<file path="config.mk">
export PLATFORM = sky130hd
export DESIGN_NAME = fib_term_lut
export DESIGN_NICKNAME = d
export VERILOG_FILES = /design/src/rtl/fib_pkg.sv /design/src/rtl/fib_term_lut.sv
export SDC_FILE = /design/constraint.sdc
export NUM_CORES = 1
export LEC_CHECK = 0
export BUFFER_PORTS_ARGS = -buffer_cell sky130_fd_sc_hd__buf_2
export CAP_MARGIN = 10
export CORE_AREA = 2 2 39 41
export DETAILED_ROUTE_END_ITERATION = 7
export DIE_AREA = 0 0 41 43
export SETUP_SLACK_MARGIN = 0.02
export SLEW_MARGIN = 20
export SYNTH_ARGS = -nofsm -noshare
export SYNTH_HDL_FRONTEND = slang
export SYNTH_SLANG_ARGS = --single-unit
</file>
<file path="constraint.sdc">
create_clock -name vclk -period 1
set_clock_uncertainty 0.15 [all_clocks]
set_input_delay 0.2 -clock vclk [all_inputs]
set_output_delay 0.2 -clock vclk [all_outputs]
set_load 0.01 [all_outputs]
</file>
<file path="src/rtl/fib_pkg.sv">
// rtl/fib_pkg.sv - shared Fibonacci stream constants, term table and checker state encoding
package fib_pkg;

  localparam int FIB_W   = 6;
  localparam int FIB_LEN = 11;
  localparam int IDX_W   = 4;

  localparam logic [IDX_W-1:0] IDX_LAST = IDX_W'(FIB_LEN - 1);

  // 89 does not fit in FIB_W bits, so the producer wraps after 55
  localparam logic [FIB_W-1:0] FIB_TERMS [FIB_LEN] = '{
    6'd0, 6'd1, 6'd1, 6'd2, 6'd3, 6'd5, 6'd8, 6'd13, 6'd21, 6'd34, 6'd55
  };

  typedef enum logic [1:0] {
    SEARCH = 2'd0,
    ARMED  = 2'd1,
    LOCKED = 2'd2
  } fib_state_e;

endpackage

</file>
<file path="src/rtl/fib_term_lut.sv">
// rtl/fib_term_lut.sv - combinational sequence index to Fibonacci term lookup
// Indices past the end of the table return 0.
module fib_term_lut
  import fib_pkg::*;
(
  input  logic [IDX_W-1:0] i_idx,
  output logic [FIB_W-1:0] o_term
);

  always_comb begin
    o_term = '0;
    if (i_idx <= IDX_LAST) begin
      o_term = FIB_TERMS[i_idx];
    end
  end

endmodule

</file>
==> results of run 1 <==
[kinds of logic after synthesis]
group | count (synthesis)
muxes | 1
and+or+nand+nor | 4
adders and majority gates | 5
buffers and inverters | 3
AOI/OAI and AO/OA | 5
[synth_stat cells]
master    n  area (µm²)
ha_1      5        62.6
nor3_1    1        5.00
nor2_1    2        7.51
mux2i_1   1        10.0
o22ai_1   2        12.5
o21ai_0   1        5.00
nand2_1   1        3.75
o211ai_2  1        12.5
o32ai_1   1        8.76
inv_1     3        11.3
[path summary, 6_finish.rpt]
path	cells past startpoint	slack, ns	from	end
worst max-delay path	6	-0.30	i_idx[0]	o_term[1]
worst min-delay path	3	0.54	i_idx[3]	o_term[2]
[placed cells by master, fill, tap and decap left out]
| master | n |
|---|---|
| buf_2 | 7 |
| ha_4 | 3 |
| buf_8 | 3 |
| buf_4 | 3 |
| buf_6 | 3 |
| nor2_1 | 2 |
| o22ai_1 | 2 |
| ha_2 | 2 |
| inv_4 | 1 |
| inv_2 | 1 |
| nor3_2 | 1 |
| inv_6 | 1 |
| o211ai_4 | 1 |
| o32ai_2 | 1 |
| nand2_1 | 1 |
| o21ai_1 | 1 |
| mux2i_1 | 1 |
[layer usage]
| metal | track usage, % | wire length, µm |
|---|---|---|
| met1 | 5.71 | 172 |
| met2 | 8.75 | 219 |
| met3 | 0 | 28 |
| met4 | 0 | 0 |
| met5 | 0 | 0 |
[through the flow]
step / util, % / cell area (µm²) / setup slack [ns]
after floorplan: - / 139 / -0.186
after global placement: 18.4 / 254 / -0.416
after detailed placement: 18.4 / 254 / -0.423
after CTS: 24.2 / 335 / -0.301
after global routing: 26.5 / 367 / -0.329
final: 26.5 / 367 / -0.297
[power groups by stage]
stage | registers (µW) | logic (µW) | clock network (µW)
after floorplan | 0 | 41.8 | 0
after global placement | 0 | 92.0 | 0
after detailed placement | 0 | 93.0 | 0
after CTS | 0 | 128 | 0
after global routing | 0 | 152 | 0
final | 0 | 139 | 0
[worst max-delay path, delay by kind of cell]
family / cells / cell delay [ns]
buffers and inverters: 3 / 0.26
AOI/OAI and AO/OA: 2 / 0.33
adders and majority gates: 1 / 0.16
[final cells by class]
class | instances | area [µm²] | area share (%)
tap | 16 | 20.0 | 5.46
multi-input combinational | 15 | 191 | 52.2
timing repair buffer | 16 | 136 | 37.2
inverter | 3 | 18.8 | 5.12
[timing repair]
action                                  in CTS  in global routing
pin swaps                                    8                  6
endpoints found under the setup margin       6                  6
hold endpoints to repair                     0                  0
gates resized for setup                     23                  5
==> flow_metrics.env, run 1 <==
export IMPL_status="complete, but fails checks"
export IMPL_violations="setup timing"
export IMPL_netlist_area_um2=139
export IMPL_pwr_share_comb_pct=100.0
export IMPL_layout_min_cycle_time_ns=1.30
export IMPL_synth_compound_area_share_pct=27.9
export IMPL_arrival_ns=0.95
export IMPL_power_internal_uw=75.1
export IMPL_synth_xor_area_share_pct=0
export IMPL_seqPwrFrac_pct=0
export IMPL_final_hold_viol_count=0
export IMPL_slowest_stage="o211ai_4"
export IMPL_ios=10
export IMPL_via_count=187
export IMPL_drc_errors=0
export IMPL_syn_inst=18
export IMPL_antenna_found_initial=0
export IMPL_power_density_nw_per_um2=378
export IMPL_post_route_period_util_pct=130
export IMPL_synth_avg_cell_area_um2=7.72
export IMPL_rows=14
export IMPL_n_sequential_cell=0
export IMPL_dp_hpwl_um=315
export IMPL_synth_simple_area_share_pct=11.7
export IMPL_synth_top_family_by_area="adder cells"
export IMPL_critPathMaxStageDelay_ns=0.21
export IMPL_seq_area_um2=0
export IMPL_routed_wl_um=420
export IMPL_synth_fa_ha_area_share_pct=45.0
export IMPL_die_area_um2=1760
export IMPL_cts_hold_buffers=0
export IMPL_layout_drive_gt1_share_pct=79.4
export IMPL_path_class="in2out"
export IMPL_numPortBuffers=10
export IMPL_grt_pass1_wl_um=607
export IMPL_first_global_vias=161
export IMPL_final_setup_tns_ns=-1.40
export IMPL_rsz0062_at_grt="true"
export IMPL_hold_path_class="in2out"
export IMPL_cts_setup_buffers=0
export IMPL_max_freq_mhz=771
export IMPL_finalSetupViolCount=6
export IMPL_slew_viol_final=0
export IMPL_synth_net_count=27
export IMPL_ys_warnings_count=0
export IMPL_worst_slack_ns=-0.297
export IMPL_clock_buffers=0
export IMPL_crit_chain="buf_8 -> inv_6 -> ha_4 -> o211ai_4 -> o22ai_1 -> buf_2"
export IMPL_insertedDiodeCount=0
export IMPL_drt_iter0_drc=0
export IMPL_initial_core_util_pct=10.0
export IMPL_grt_max_degree=6
export IMPL_p_total_uw=139
export IMPL_muxShareOfSynthArea_pct=7.21
export IMPL_synthDistinctLibCells=10
export IMPL_cp_start_kind="input pin"
export IMPL_avgRoutedWirePerCell_um=8.40
export IMPL_dp_cells=50
export IMPL_hold_ws_ns=0.543
export IMPL_routed_via_density=3.74
export IMPL_grt_overflow=0
export IMPL_crit_required_ns=0.65
export IMPL_dr_pass1_iters=1
export IMPL_power_frac_clock_pct=0
export IMPL_place_congestion=0.583
export IMPL_switching_share_pct=45.8
export IMPL_num_nets_final=45
export IMPL_ys_seq_area_share_pct=0
export IMPL_leakage_uw=0.000163
export IMPL_n_fill_cell=156
export IMPL_die_w_um=41
export IMPL_area_growth_pct=164
export IMPL_critical_path_endpoint_type="output port"
export IMPL_cp_max_fo=5
export IMPL_die_h_um=43
export IMPL_max_vdd_ir_drop_mv=0.0979
export IMPL_final_cells=50
export IMPL_maxSlewHeadroom_pct=85.5
export IMPL_drv_cap=0
export IMPL_core_um2=1380
export IMPL_grt_use_total_pct=4.60
export IMPL_ant_nets=0
export IMPL_worst_pin_slew_ns=0.217
export IMPL_power_switching_uw=63.6
Power figures use the tool's default switching activity.
==> inputs of run 2 (changes only) <==
Settings changed: REMOVE_ABC_BUFFERS set to 1, SETUP_SLACK_MARGIN 0.02 to 0.4.
==> run 2 against run 1 <==
The run still ends with setup timing left. First-iteration DRC count unchanged. Critical path depth did not move. Non-clock buffer count grew 1. Combinational power up 12%. Worst setup slack improved by 0.0020 ns. Cell count increased by 2.0%. Global-route usage increased by 0.20 points. Fmax grew 0.16%. Power increased by 12%. Critical path type unchanged.
==> flow_metrics.env, run 2 (same netlist as run 1, synthesis figures left out) <==
export IMPL_num_nets_final=46
export IMPL_final_hold_viol_count=0
export IMPL_leakage_uw=0.000175
export IMPL_dp_cells=50
export IMPL_post_dp_cell_area_um2=254
export IMPL_drt_iter0_drc=0
export IMPL_ant_nets=0
export IMPL_die_h_um=43
export IMPL_clock_buffers=0
export IMPL_final_setup_tns_ns=-1.53
export IMPL_crit_chain="buf_8 -> buf_6 -> ha_4 -> mux2i_1 -> o22ai_1 -> buf_2"
export IMPL_initial_core_util_pct=10.0
export IMPL_routed_via_density=3.76
export IMPL_hold_path_class="in2out"
export IMPL_drc_errors=0
export IMPL_maxSlewHeadroom_pct=85.6
export IMPL_violations="setup timing"
export IMPL_seq_area_um2=0
export IMPL_finalSetupViolCount=6
export IMPL_final_common_cell="buf_2"
export IMPL_status="complete, but fails checks"
export IMPL_ios=10
export IMPL_crit_required_ns=0.65
export IMPL_max_vdd_ir_drop_mv=0.127
export IMPL_p_total_uw=155
export IMPL_worst_pin_slew_ns=0.215
export IMPL_arrival_ns=0.94
export IMPL_die_area_um2=1760
export IMPL_layout_min_cycle_time_ns=1.29
export IMPL_dp_hpwl_um=330
export IMPL_grt_pass1_wl_um=634
export IMPL_die_w_um=41
export IMPL_n_fill_cell=153
export IMPL_grt_use_total_pct=4.80
export IMPL_cp_start_kind="input pin"
export IMPL_routed_wl_um=441
export IMPL_final_cells=51
export IMPL_n_sequential_cell=0
export IMPL_grt_max_degree=6
export IMPL_slew_viol_final=0
export IMPL_layout_drive_gt1_share_pct=82.9
export IMPL_crit_buf_inv=3
export IMPL_m1WireLength_um=179
export IMPL_place_congestion=0.581
export IMPL_dp_slack_ns=-0.416
export IMPL_rows=14
export IMPL_cp_max_fo=2
export IMPL_wl_met3_um=33
export IMPL_numPortBuffers=10
export IMPL_final_cell_mix="buf_2, buf_6, ha_4"
export IMPL_antenna_found_initial=0
export IMPL_slowest_stage="mux2i_1"
export IMPL_critical_path_endpoint_type="output port"
export IMPL_worst_slack_ns=-0.295
export IMPL_avgRoutedWirePerCell_um=8.65
export IMPL_via_count=192
export IMPL_drv_cap=0
export IMPL_power_density_nw_per_um2=384
export IMPL_final_cell_area_um2=403
export IMPL_area_growth_pct=190
export IMPL_rsz0062_at_grt="true"
export IMPL_wl_met2_um=228
export IMPL_top_layer="met3"
export IMPL_first_global_vias=170
export IMPL_post_route_period_util_pct=129
export IMPL_critPathMaxStageDelay_ns=0.15
export IMPL_dr_pass1_iters=1
export IMPL_crit_family="buffers and inverters"
export IMPL_insertedDiodeCount=0
export IMPL_path_class="in2out"
export IMPL_grt_overflow=0
export IMPL_max_freq_mhz=772
export IMPL_core_um2=1380
-- run 2: cell types whose count changed in the layout (fill, tap and decap cells not counted), sizes merged --
cell / delta
buf: +1
-- run 2: metal layers --
metal	up-vias	GRT usage (%)
li1	98	-
met1	85	6.65
met2	9	8.44
met3	0	0
met4	0	0
met5	-	0
-- run 2: final cells by class --
type	count	area, µm²	area share [%]
Timing Repair Buffer	17	156	38.8
Tap cell	16	20.0	4.97
Multi-Input combinational cell	15	205	50.9
Inverter	3	21.3	5.28
-- run 2: what timing repair did --
item | 4_1_cts | 5_1_grt
gates resized for setup | 28 | 6
pin swaps | 7 | 6
setup endpoints to repair | 6 | 6
hold buffers | 0 | 0
buffers inserted | 0 | 1
-- run 2: power breakdown --
group	total (µW)	internal (µW)	leakage, µW	switching (µW)
combinational	155	85.2	0.000175	69.4
clock	0	0	0	0
sequential	0	0	0	0
-- run 2: final timing paths --
kind / startpoint / to / depth (start not counted)
setup / recovery: i_idx[0] / o_term[1] / 6
hold / removal: i_idx[3] / o_term[2] / 3
-- run 2: stage by stage --
stage	utilization, %	hold slack (ns)
floorplan	-	0.297
global placement	18.4	0.573
detailed placement	18.4	0.572
CTS	26.4	0.541
global route	29.1	0.559
finish	29.1	0.541
==> inputs of run 3 (changes only) <==
Settings changed: BUFFER_PORTS_ARGS -buffer_cell sky130_fd_sc_hd__buf_2 to -buffer_cell sky130_fd_sc_hd__clkbuf_2, REMOVE_ABC_BUFFERS 1 to not set, TNS_END_PERCENT set to 30.
==> run 3 against run 2 <==
The run still ends with setup timing left. Fmax is 3.8% lower. Combinational power hardly changed. Via count is 5.2% higher. Largest cell class unchanged. Largest power group unchanged.
==> flow_metrics.env, run 3 (same netlist as run 1, synthesis figures left out) <==
export IMPL_clock_buffers=0
export IMPL_antenna_found_initial=0
export IMPL_die_w_um=41
export IMPL_final_cells=53
export IMPL_die_area_um2=1760
export IMPL_worst_pin_slew_ns=0.217
export IMPL_dr_pass1_iters=1
export IMPL_power_density_nw_per_um2=388
export IMPL_drv_cap=0
export IMPL_drc_errors=0
export IMPL_routed_wl_um=479
export IMPL_holdPathEnd="o_term[0]"
export IMPL_cp_max_fo=5
export IMPL_finalSetupViolCount=6
export IMPL_final_cell_area_um2=395
export IMPL_critPathMaxStageDelay_ns=0.23
export IMPL_first_global_vias=183
export IMPL_die_h_um=43
export IMPL_crit_family="buffers and inverters"
export IMPL_slew_viol_final=0
export IMPL_hold_ws_ns=0.556
export IMPL_status="complete, but fails checks"
export IMPL_final_cell_mix="buf_4, clkbuf_2, ha_2, clkbuf_8"
export IMPL_final_common_cell="buf_4"
export IMPL_hold_path_class="in2out"
export IMPL_grt_pass1_wl_um=731
export IMPL_layout_min_cycle_time_ns=1.35
export IMPL_n_sequential_cell=0
export IMPL_rows=14
export IMPL_hold_depth=3
export IMPL_post_route_period_util_pct=135
export IMPL_leakage_uw=0.000181
export IMPL_holdCritStartpoint="i_idx[3]"
export IMPL_path_class="in2out"
export IMPL_cp_start_kind="input pin"
export IMPL_insertedDiodeCount=0
export IMPL_critical_path_endpoint_type="output port"
export IMPL_crit_required_ns=0.65
export IMPL_arrival_ns=1.00
export IMPL_p_total_uw=154
export IMPL_grt_max_degree=6
export IMPL_via_count=202
export IMPL_max_freq_mhz=743
export IMPL_routed_via_density=3.81
export IMPL_initial_core_util_pct=10.0
export IMPL_area_growth_pct=185
export IMPL_crit_buf_inv=4
export IMPL_drt_iter0_drc=0
export IMPL_core_um2=1380
export IMPL_numPortBuffers=10
export IMPL_slowest_stage="o211ai_4"
export IMPL_seq_area_um2=0
export IMPL_ant_nets=0
export IMPL_post_dp_cell_area_um2=277
export IMPL_num_nets_final=48
export IMPL_worst_slack_ns=-0.346
export IMPL_max_vdd_ir_drop_mv=0.137
export IMPL_cts_setup_buffers=0
export IMPL_grt_use_total_pct=5.60
export IMPL_place_congestion=0.681
export IMPL_grt_overflow=0
export IMPL_dp_cells=53
export IMPL_final_hold_viol_count=0
export IMPL_avgRoutedWirePerCell_um=9.04
export IMPL_crit_chain="clkbuf_8 -> inv_4 -> buf_4 -> o211ai_4 -> o22ai_1 -> clkbuf_2"
export IMPL_ios=10
export IMPL_violations="setup timing"
export IMPL_rsz0062_at_grt="true"
export IMPL_maxSlewHeadroom_pct=85.5
export IMPL_layout_drive_gt1_share_pct=83.8
## run 3: power breakdown
group	internal [µW]	leakage [µW]	switching [µW]
Combinational	85.8	0.000181	67.8
Sequential	0	0	0
Clock	0	0	0
## run 3: area by class of cell
class	count	area [µm²]
well taps	16	20.0
repair buffers	19	168
inverters	3	23.8
multi-input cells	15	184
fillers	161	988
## run 3: worst max path at each step
| stage | start | endpoint | cells past startpoint |
|---|---|---|---|
| 6_report | i_idx[1] | o_term[1] | 6 |
| 3_3_place_gp | i_idx[0] | o_term[0] | 6 |
| 2_1_floorplan | i_idx[0] | o_term[0] | 4 |
| 5_1_grt | i_idx[1] | o_term[1] | 6 |
| 4_1_cts | i_idx[0] | o_term[1] | 6 |
| 3_5_place_dp | i_idx[0] | o_term[0] | 6 |
## run 3: what timing repair did
| item | in CTS | in global routing |
|---|---|---|
| pin swaps | 4 | 0 |
| hold buffers | 0 | 0 |
| setup endpoints to repair | 6 | 6 |
| gates resized for setup | 25 | 2 |
## run 3: through the flow
step | setup WS (ns) | utilization [%] | setup TNS (ns)
floorplan | -0.186 | - | -0.783
global placement | -0.454 | 20.0 | -2.25
finish | -0.346 | 28.6 | -1.67
CTS | -0.335 | 28.1 | -1.58
detailed placement | -0.484 | 20.0 | -2.32
global route | -0.384 | 28.6 | -1.89
## run 3: layer usage
metal | vias up | share of wire [%] | global-route usage (%) | wire length, µm
met5 | - | 0 | 0 | 0
met1 | 88 | 43 | 7.94 | 208
li1 | 105 | - | - | -
met4 | 0 | 0 | 0 | 0
met2 | 9 | 45 | 9.38 | 214
met3 | 0 | 12 | 0.524 | 56
